## config.mk

```make
export PLATFORM = sky130hd
export DESIGN_NAME = fir_tap_accumulator
export DESIGN_NICKNAME = d
export VERILOG_FILES = /design/src/rtl/fir_tap_accumulator.sv
export SDC_FILE = /design/constraint.sdc
export NUM_CORES = 1
export LEC_CHECK = 0
export ABC_AREA = 1
export BUFFER_PORTS_ARGS = -buffer_cell sky130_fd_sc_hd__buf_2
export CORE_UTILIZATION = 50
export DETAILED_ROUTE_END_ITERATION = 8
export GPL_ROUTABILITY_DRIVEN = 0
export PLACE_DENSITY_LB_ADDON = 0.15
export SLEW_MARGIN = 20
export SYNTH_ARGS = -nofsm -noshare
export SYNTH_HDL_FRONTEND = slang
export SYNTH_SLANG_ARGS = --single-unit
```

## constraint.sdc

```tcl
create_clock -name clk -period 1.97 [get_ports clk]
set_input_delay 0.2955 -clock clk [delete_from_list [all_inputs] [get_ports clk]]
set_output_delay 0.2955 -clock clk [all_outputs]
set_load 0.01 [all_outputs]
```

## src/rtl/fir_tap_accumulator.sv

```systemverilog
// Frame accumulator for FIR tap products: sums NUM_TAPS unsigned products per output sample.
// Optional clamping on overflow is enabled by defining FIR_ACC_SATURATE_EN.
module fir_tap_accumulator #(
  parameter int NUM_TAPS = 4,
  parameter int ACC_W    = 8
) (
  input  logic             clk,
  input  logic             rstn,
  input  logic             clr,
  input  logic             in_valid,
  output logic             in_ready,
  input  logic [3:0]       in_prod,
  output logic [3:0]       tap_idx,
  output logic             out_valid,
  input  logic             out_ready,
  output logic [ACC_W-1:0] out_sum,
  output logic             sat_flag
);

  typedef enum logic [1:0] {
    IDLE  = 2'd0,
    ACCUM = 2'd1,
    HOLD  = 2'd2
  } state_t;

  localparam logic [3:0] LAST_TAP = 4'(NUM_TAPS - 1);

  state_t           state, state_nxt;
  logic [ACC_W-1:0] acc, acc_nxt;
  logic [3:0]       count, count_nxt;
  logic             out_valid_nxt;
  logic [ACC_W-1:0] out_sum_nxt;
  logic [ACC_W-1:0] prod_ext;
  logic [ACC_W-1:0] sum;
  logic             accept;

  // HOLD back-pressures upstream until the finished sum is consumed.
  assign in_ready = (state == HOLD) ? out_ready : 1'b1;
  assign accept   = in_valid & in_ready & ~clr;
  assign prod_ext = ACC_W'(in_prod);
  assign tap_idx  = count;

`ifdef FIR_ACC_SATURATE_EN
  logic [ACC_W:0] sum_full;
  logic           sat_q;

  assign sum_full = {1'b0, acc} + {1'b0, prod_ext};
  assign sum      = sum_full[ACC_W] ? '1 : sum_full[ACC_W-1:0];

  always_ff @(posedge clk or negedge rstn) begin
    if (!rstn) begin
      sat_q <= 1'b0;
    end else if (clr) begin
      sat_q <= 1'b0;
    end else if (accept && (state == ACCUM) && sum_full[ACC_W]) begin
      sat_q <= 1'b1;
    end
  end

  assign sat_flag = sat_q;
`else
  assign sum      = acc + prod_ext;
  assign sat_flag = 1'b0;
`endif

  // NOTE: every always_comb output gets a default first so no path leaves it unassigned (no latches).
  always_comb begin
    state_nxt     = state;
    acc_nxt       = acc;
    count_nxt     = count;
    out_valid_nxt = out_valid;
    out_sum_nxt   = out_sum;

    if (clr) begin
      state_nxt     = IDLE;
      acc_nxt       = '0;
      count_nxt     = '0;
      out_valid_nxt = 1'b0;
      out_sum_nxt   = '0;
    end else begin
      case (state)
        IDLE: begin
          if (accept) begin
            acc_nxt   = prod_ext;
            count_nxt = 4'd1;
            state_nxt = ACCUM;
          end
        end
        ACCUM: begin
          if (accept) begin
            if (count == LAST_TAP) begin
              out_sum_nxt   = sum;
              out_valid_nxt = 1'b1;
              count_nxt     = '0;
              state_nxt     = HOLD;
            end else begin
              acc_nxt   = sum;
              count_nxt = count + 4'd1;
            end
          end
        end
        HOLD: begin
          if (out_ready) begin
            out_valid_nxt = 1'b0;
            if (accept) begin
              // Zero-bubble: the first product of the next frame lands with the handoff.
              acc_nxt   = prod_ext;
              count_nxt = 4'd1;
              state_nxt = ACCUM;
            end else begin
              state_nxt = IDLE;
            end
          end
        end
        default: state_nxt = IDLE;
      endcase
    end
  end

  // NOTE: sequential state uses non-blocking assignments so all registers update together at the edge.
  always_ff @(posedge clk or negedge rstn) begin
    if (!rstn) begin
      state     <= IDLE;
      acc       <= '0;
      count     <= '0;
      out_valid <= 1'b0;
      out_sum   <= '0;
    end else begin
      state     <= state_nxt;
      acc       <= acc_nxt;
      count     <= count_nxt;
      out_valid <= out_valid_nxt;
      out_sum   <= out_sum_nxt;
    end
  end

endmodule

```

## Yosys cells after proc, flatten, opt, wreduce, memory -nomap -nowiden

Index checks and enable logic that the tools add are counted.

- Register bits after elaboration: 23
- Word-level logic and storage cells: 58
- Input port bits: 9
- Output and inout port bits: 15

- Reductions and logical operators: 11
- Bitwise logic cells: 3
- Equality and inequality tests: 8
- Add/subtract/negate cells: 2
- Mux-type cells: 29

Operators with widths:

| kind | number |
|---|---|
| two-way mux 8 bit | 9 |
| case mux 8 bit (3 select lines) | 1 |
| two-way mux 4 bit | 5 |
| != test 3 bit (second input constant) | 5 |
| case mux 4 bit (3 select lines) | 1 |
| AND reduction 4 bit | 3 |
| two-way mux 2 bit | 5 |
| adder 8 x 4 -> 8 bit | 1 |
| two-way mux 1 bit | 6 |
| case mux 2 bit (3 select lines) | 1 |
| AND reduction 3 bit | 2 |
| nonzero test 2 bit | 3 |
| adder 4 x 1 -> 4 bit (second input constant) | 1 |
| equality test 4 x 2 -> 1 bit (second input constant) | 1 |
| nonzero test 4 bit | 1 |
| nonzero test 3 bit | 1 |
| bitwise AND 1 bit | 2 |
| equality test 2 x 1 -> 1 bit (second input constant) | 1 |
| equality test 2 bit (second input constant) | 1 |
| logical NOT 2 bit | 1 |
| case mux 1 bit (2 select lines) | 1 |
| inverter 1 bit | 1 |

## Logic depth before layout (Yosys ltp)

Gate-level depths: netlist (run 1).

- Depth in word-level cells: 8
- Depth in mapped cells: 9
- Gate-level depth less buffers: 9

## Worst setup path after synthesis (run 1)

OpenSTA, ideal clock, no wires.

- Path kind: reg2reg
- From: register acc[0]
- To: register acc[2]
- Path slack: 0.510 ns
- Data arrival time: 1.337 ns
- Period minus slack after synthesis: 1.460 ns
- Data required time: 1.847 ns
- Path buffers: 0
- Stages on the path, launching flop included: 6
- Setup time: 0.123 ns
- Path through: dfrtp_1 ha_1 fa_1 xor2_1 a22oi_1 o21ai_1

- Word-level cells in the longest chain between the ends: 5

Ends and longest elaborated chain:

| item | line | text |
|---|---|---|
| start: declaration | 29 | `logic [ACC_W-1:0] acc, acc_nxt;` |
| start signal: assignment | 130 | `acc <= acc_nxt;` |
| adder 8 x 4 -> 8 bit | 62 | `assign sum = acc + prod_ext;` |
| two-way mux 8 bit | 91 | `if (count == LAST_TAP) begin` |
| two-way mux 8 bit | 90 | `if (accept) begin` |
| case mux 8 bit (3 select lines) | 81 | `case (state)` |
| two-way mux 8 bit | 74 | `if (clr) begin` |

Every way passes these cells. The select of a mux whose other input is x is not followed.
A chain may end at the register's enable or synchronous reset.

## Worst setup path after layout (run 1)

- From: register acc[0]
- To: register acc[4]

The elaborated chain is that of the path after synthesis.

==> metrics.txt, run 1 <==
initial antenna violation count=0; Syn Std Cell Area=1464 um^2; Tcrit/Tclk final=0.7834; global route overflow=0; Initial DRC Count=37; pre-CTS setup slack=0.3881 ns; Clock Pin Slew Worst Setup and Hold Paths=0.13 ns; Final Net Count=229; Max Cap Violations=0; Die Wd=56.11 um; status=finished, final reports clean; CTS Sinks=23; Die Y=56.11 um; Root Buffer=clkbuf_4; post-DP HPWL=2.267 mm; YS warnings=0; slew margin rel.=0.6525; # DRC=0; Area growth, synth to finish=11.62%; drt via density=5.074; Post-Syn Instances=188; Crit Path Class=reg2reg; Slew @ Worst Pin=0.5212 ns; via count=1,238; Buffers on Ports=22; fillers=280; final setup fails=0; clock buffer depth=2; vias in the first global route=1,256; CTS Buf Count=3; commonest non-fill, non-tap cell in the layout=nand2_1; Leak Pwr=0.9354 nW; setup TNS=0 ns; I/O Pins=24; Min Clock Period, post-route=1.543 ns; core area=2758 um^2; sequential-to-total area share from yosys stat=0.3932; PnR worst setup slack=0.4268 ns; num rows=19; R2R setup slack=0.43 ns; number of distinct library cells after synthesis=29; Critical Path Sink Type=flip-flop; Pre-Repair DR Iteration Count=4; syn_nets=203; htree depth=1; Worst Hold Class=in2reg; Routed Antenna Nets=0; most frequent cells in the layout=72 x nand2_1, 23 x dfrtp_1, 22 x buf_2; Startpoint Class=flip-flop; first-pass GRT wire length=5.313 mm; syn avg cell area=7.787 um^2; RSZ-0062 raised after global routing=false; Resize count post-CTS=0; Critical Path RT=2.18 ns; number of diodes=0; final count of hold timing violations=0; total track usage=0.2133; post-synthesis register bit count=23; Die ar.=3148 um^2; Max FO, Critical Path=3; Max Clock Freq=648.0 MHz; Worst Skew=0.009887 ns; CTS tree=built; routed len/inst=11.99 um; largest net degree at the start of global routing=24; DRT Wirelength=2.925 mm; max-slew violations=0; pwr dens=618.8 nW/um^2; share of layout cells above drive strength 1=0.2254; later-pin clock latency in the skew report=0.31 ns; CP arrival=1.76 ns; Worst VDD drop=0.0003793 V; Initial Utilization=0.5309
-- flip-flops by register name (all words and copies together), names as in the netlist --
| signal | flops |
|---|---|
| acc | 8 |
| out_valid | 1 |
| tap_idx | 4 |
| state | 2 |
| out_sum | 8 |
-- final cells by class --
cell class | instances | area, um^2 | share of cell area
Clock buffer | 4 | 26.28 | 0.01608
Multi-Input combinational cell | 142 | 794.5 | 0.4862
Timing Repair Buffer | 23 | 120.1 | 0.07351
Inverter | 21 | 78.83 | 0.04824
Sequential cell | 23 | 575.6 | 0.3522
Tap cell | 31 | 38.79 | 0.02374
-- report_power, final --
| part | internal (mW) | switching [mW] |
|---|---|---|
| registers | 0.497 | 0.0257 |
| logic | 0.0923 | 0.173 |
| clock network | 0.0790 | 0.145 |
-- cell usage after synthesis --
cell type,number,area share
nand2_1,72,0.18
nand3_4,2,0.024
a21oi_4,1,0.011
inv_1,13,0.033
nand2_4,4,0.031
o21ai_0,1,0.0034
nor2_4,2,0.015
o21ai_1,9,0.031
inv_2,6,0.015
xor2_1,3,0.018
o31ai_1,1,0.0051
nand4_1,5,0.021
nor3_1,3,0.010
nor2_8,1,0.014
a22oi_1,1,0.0051
nor2_2,1,0.0043
nor2_1,9,0.023
buf_4,2,0.010
clkinv_1,2,0.0051
a21oi_1,1,0.0034
nand3b_1,1,0.0051
xnor2_1,1,0.0060
dfrtp_1,23,0.39
fa_1,1,0.014
nand3_2,2,0.014
nand3_1,11,0.038
conb_1,1,0.0026
ha_1,5,0.043
nand2_2,4,0.017
-- per-layer routing --
metal  track usage  routed length [um]  up-vias
li1              -                   -      646
met1        0.2541                1320      566
met2        0.3759                1493       22
met3       0.02558                  77        4
met4        0.1080                  34        0
met5             0                   0        -
-- per-stage QoR --
step                      cell area, um^2  hold slack, ns  utilization  instances  total power [mW]
final                                1634          0.2483       0.5926        244             1.011
after global routing                 1634          0.2390       0.5926        244             1.076
after CTS                            1634          0.2434       0.5926        244             1.020
after detailed placement             1598          0.3036       0.5794        239            0.7953
after global placement               1598          0.2961       0.5794        239            0.7881
after floorplan                      1464     -0.00009107            -        188            0.7241
-- kinds of logic (layout without fill, tap and decap cells) --
logic type                 after synthesis  in the layout  synth area share
and+or+nand+nor                        117            117            0.4008
other                                    1              1          0.002562
adders and majority gates                6              6           0.05641
buffers and inverters                   23             48           0.06410
AOI/OAI and AO/OA                       14             14           0.05897
xor gates and xnor gates                 4              4           0.02394
DFF                                     23             23            0.3932
-- critical path: stages, from the launching register on --
cell and delay, ns:
dfrtp_1 0.40, ha_1 0.21, fa_1 0.42, nand2_1 0.09, nand2_1 0.06, xnor2_1 0.18, o21ai_1 0.09
-- worst paths after layout --
check	from	endpoint	depth (start not counted)
max	acc[0]	acc[4]	6
max reg2reg	acc[0]	acc[4]	6
min reg2reg	out_sum[2]	out_sum[2]	2
max in group asynchronous	rstn	acc[1]	2
min in group asynchronous	rstn	acc[6]	2
min	in_prod[3]	acc[3]	3
-- what timing repair did --
action	in CTS	in global routing
hold buffers	1	0
buffers inserted	0	0
endpoints found under the hold margin	23	0
(Power assumes the default switching activity.)
==> inputs of run 2 (changes only) <==
--- a/config.mk
+++ b/config.mk
@@ -5,9 +5,9 @@
 export SDC_FILE = /design/constraint.sdc
 export NUM_CORES = 1
 export LEC_CHECK = 0
-export ABC_AREA = 1
+export ABC_AREA = 0
 export BUFFER_PORTS_ARGS = -buffer_cell sky130_fd_sc_hd__buf_2
-export CORE_UTILIZATION = 50
+export CORE_UTILIZATION = 49
 export DETAILED_ROUTE_END_ITERATION = 8
 export GPL_ROUTABILITY_DRIVEN = 0
 export PLACE_DENSITY_LB_ADDON = 0.15
==> constraint.sdc (replaced) <==
create_clock -name clk -period 1.3 [get_ports clk]
set_input_delay 0.195 -clock clk [delete_from_list [all_inputs] [get_ports clk]]
set_output_delay 0.195 -clock clk [all_outputs]
set_load 0.01 [all_outputs]
==> run 2 against run 1 <==
Net effect:
- the flow now finishes with violations (negative setup slack)
- critical path depth down 1
- worst setup slack worse by 0.96 ns
- register-to-register slack worse by 0.96 ns
- clock-buffer cell count down 1
- critical endpoint is now acc[2]
- largest power group unchanged
==> metrics.txt, run 2 <==
syn_nets=151 (-26%); via count=1,560 (+26%); I/O Pins=24 (unchanged); Worst Reg-to-Reg Cells=5 (-1); Max Cap Violations=0 (unchanged); Worst Skew=0.01312 ns (+0.003233 ns); Worst Hold Class=in2reg; Buffers on Ports=22 (unchanged); dpl cells=221 (-7.5%); global route overflow=0 (unchanged); Min Clock Period, post-route=1.834 ns (+0.2911 ns); Clock Pin Slew Worst Setup and Hold Paths=0.15 ns (+0.02 ns); R2R setup slack=-0.53 ns (-0.96 ns); DRT Wirelength=5.587 mm (+91%); first-pass GRT wire length=7.086 mm (+33%); initial antenna violation count=0 (unchanged); Crit path max-delay family=adder cells; commonest non-fill, non-tap cell in the layout=buf_4; combinational share of power=0.349 (+0.087); routed len/inst=23.28 um (+94%); later-pin clock latency in the skew report=0.33 ns (+0.02 ns); Leak Pwr=1.071 nW (+14%); Hold Path Cell Cnt=2 (-1); htree depth=1 (unchanged); Die ar.=3011 um^2 (-4.4%); Worst Hold End=acc[3]; slew margin rel.=0.6321 (-0.02047); Post-Syn Instances=136 (-28%); most frequent cells in the layout=32 x buf_4, 22 x dfrtp_1, 21 x buf_2; Core Util, Final=0.9045 (+0.3119); Pre-Repair DR Iteration Count=4 (unchanged); CP arrival=2.07 ns (+0.31 ns); RR Startpoint=acc[0]; largest net degree at the start of global routing=24 (unchanged); CTS Buf Count=3 (unchanged); Max FO, Critical Path=2 (-1); Post-synth EDFFs=0 (unchanged); Max Clock Freq=545.1 MHz (-16%); total track usage=0.3434 (+0.1301); drt via density=6.500 (+28%); Synth top area share=0.4201 (+0.02693); Tcrit/Tclk final=1.411 (+0.6277); Buffers & Inverters on Critical Path=0 (unchanged); final setup fails=24 (+24); RSZ-0062 raised after global routing=true; Largest stage delay, worst path=0.45 ns (+0.03 ns); clock buffer depth=2 (unchanged); post-DP HPWL=2.557 mm (+13%); post-synthesis register bit count=23 (unchanged); sequential-to-total area share from yosys stat=0.4201 (+0.02693); Pwr Total=1.738 mW (+72%); PnR worst setup slack=-0.5344 ns (-0.9611 ns); fin area=2322 um^2 (+42%); share of layout cells above drive strength 1=0.6238 (+0.3985); Die Y=54.88 um (-2.2%); num rows=18 (-1); worst-path cell chain=ha_4, fa_2, xnor2_1, a211oi_1, mux2_2; non-filler cells, final=240 (-1.6%); failing checks=negative setup slack; Net Sw Power=0.5823 mW (+70%); power share of the clock group=0.211 (-0.010); P_int=1.156 mW (+73%); Crit Path Class=reg2reg; max-slew violations=0 (unchanged); RR Endpoint=acc[2]; core area=2567 um^2 (-6.9%); met2 wire length=2.673 mm (+79%); syn avg cell area=10.07 um^2 (+29%); final count of hold timing violations=0 (unchanged); sw frac=0.3350 (-0.004183); largest cells by area after synthesis=dfrtp_1 42%, ha_1 4.6%, xnor2_1 3.8%; top-count cell post-synth=dfrtp_1; HP Start=in_prod[3]; setup TNS=-7.153 ns (-7.153 ns); Synth top cells by count=23 x dfrtp_1, 13 x nand2_1, 10 x o21ai_0; Syn Std Cell Area=1370 um^2 (-6.4%); uppermost layer routed=met4; cell taking the most area after synthesis=dfrtp_1; Die Wd=54.88 um (-2.2%); Slew @ Worst Pin=0.5519 ns (+0.03071 ns); Initial DRC Count=66 (+78%); YS warnings=0 (unchanged); status=complete, but fails checks; Initial Utilization=0.5336 (+0.002773); CTS Sinks=23 (unchanged); number of diodes=0 (unchanged); number of distinct library cells after synthesis=47 (+62%); Slowest-stage cell, CP=dfrtp_1; # DRC=0 (unchanged); met3 WL=463 um (+500%); Routed Antenna Nets=0 (unchanged); placed inst area=1818 um^2 (+14%); Area growth, synth to finish=69.50%; wl on met1=2.175 mm (+65%); Startpoint Class=flip-flop; Worst VDD drop=0.0007868 V (+110%); pre-CTS setup slack=-0.3785 ns (-0.7666 ns); pwr dens=748.5 nW/um^2 (+21%); Sequential Power Share=0.440 (-0.077); Root Buffer=clkbuf_4; vias in the first global route=1,500 (+19%); Final Net Count=226 (-1.3%); Critical Path RT=1.54 ns (-0.64 ns); Critical Path Sink Type=flip-flop; CTS tree=built; post-synthesis async set-or-reset flop share=1.000 (unchanged); fillers=101 (-64%); WHS=0.2049 ns (-0.04339 ns); Post-synth top flop=dfrtp_1
run 2: cells by family (layout without fill, tap and decap cells):
| group | after synthesis | in the layout | synth area share |
|---|---|---|---|
| AO/OA/AOI/OAI | 44 | 44 | 0.2283 |
| buffers and inverters | 6 | 80 | 0.02557 |
| other | 1 | 1 | 0.002737 |
| flip-flops | 23 | 23 | 0.4201 |
| multiplexers | 1 | 1 | 0.008219 |
| XOR/XNOR | 6 | 6 | 0.03836 |
| adder cells (fa/ha/maj) | 6 | 6 | 0.06027 |
| AND/OR/NAND/NOR | 49 | 49 | 0.2164 |
run 2: how the worst max path moves through the flow:
stage / start / to / slack [ns] / cells after the start
detailed placement: acc[0] / out_sum[4] / -0.38 / 6
global route: acc[0] / acc[2] / -0.55 / 5
floorplan: tap_idx[0] / acc[4] / -0.42 / 6
finish: acc[0] / acc[2] / -0.53 / 5
global placement: acc[0] / acc[6] / -0.34 / 6
CTS: acc[0] / acc[6] / -0.37 / 6
run 2: what timing repair did:
item	4_1_cts	5_1_grt
setup buffers	13	5
pin swaps	19	14
hold endpoints to repair	23	0
setup endpoints to repair	22	24
hold buffers	1	0
gates resized for setup	51	32
run 2: routing by layer:
layer  vias up  track usage
li1        659            -
met1       771       0.4208
met2        99       0.5884
met3        31      0.05556
met4         0       0.1410
met5         -            0
run 2: cell type report:
| type | instances | area (um^2) | share of cell area |
|---|---|---|---|
| sequential | 23 | 576.8 | 0.2484 |
| inverter | 2 | 7.507 | 0.003233 |
| multi-input combinational | 107 | 1092 | 0.4704 |
| clock inverter | 1 | 5.005 | 0.002155 |
| clock buffer | 3 | 22.52 | 0.009698 |
| tap | 30 | 37.54 | 0.01616 |
| timing repair buffer | 74 | 580.6 | 0.2500 |
run 2: power groups by stage:
stage / sequential, mW / clock (mW) / combinational, mW
6_report: 0.765 / 0.366 / 0.607
5_1_grt: 0.767 / 0.384 / 0.631
4_1_cts: 0.759 / 0.353 / 0.481
3_5_place_dp: 0.769 / 0 / 0.391
3_3_place_gp: 0.767 / 0 / 0.384
2_1_floorplan: 0.774 / 0 / 0.203
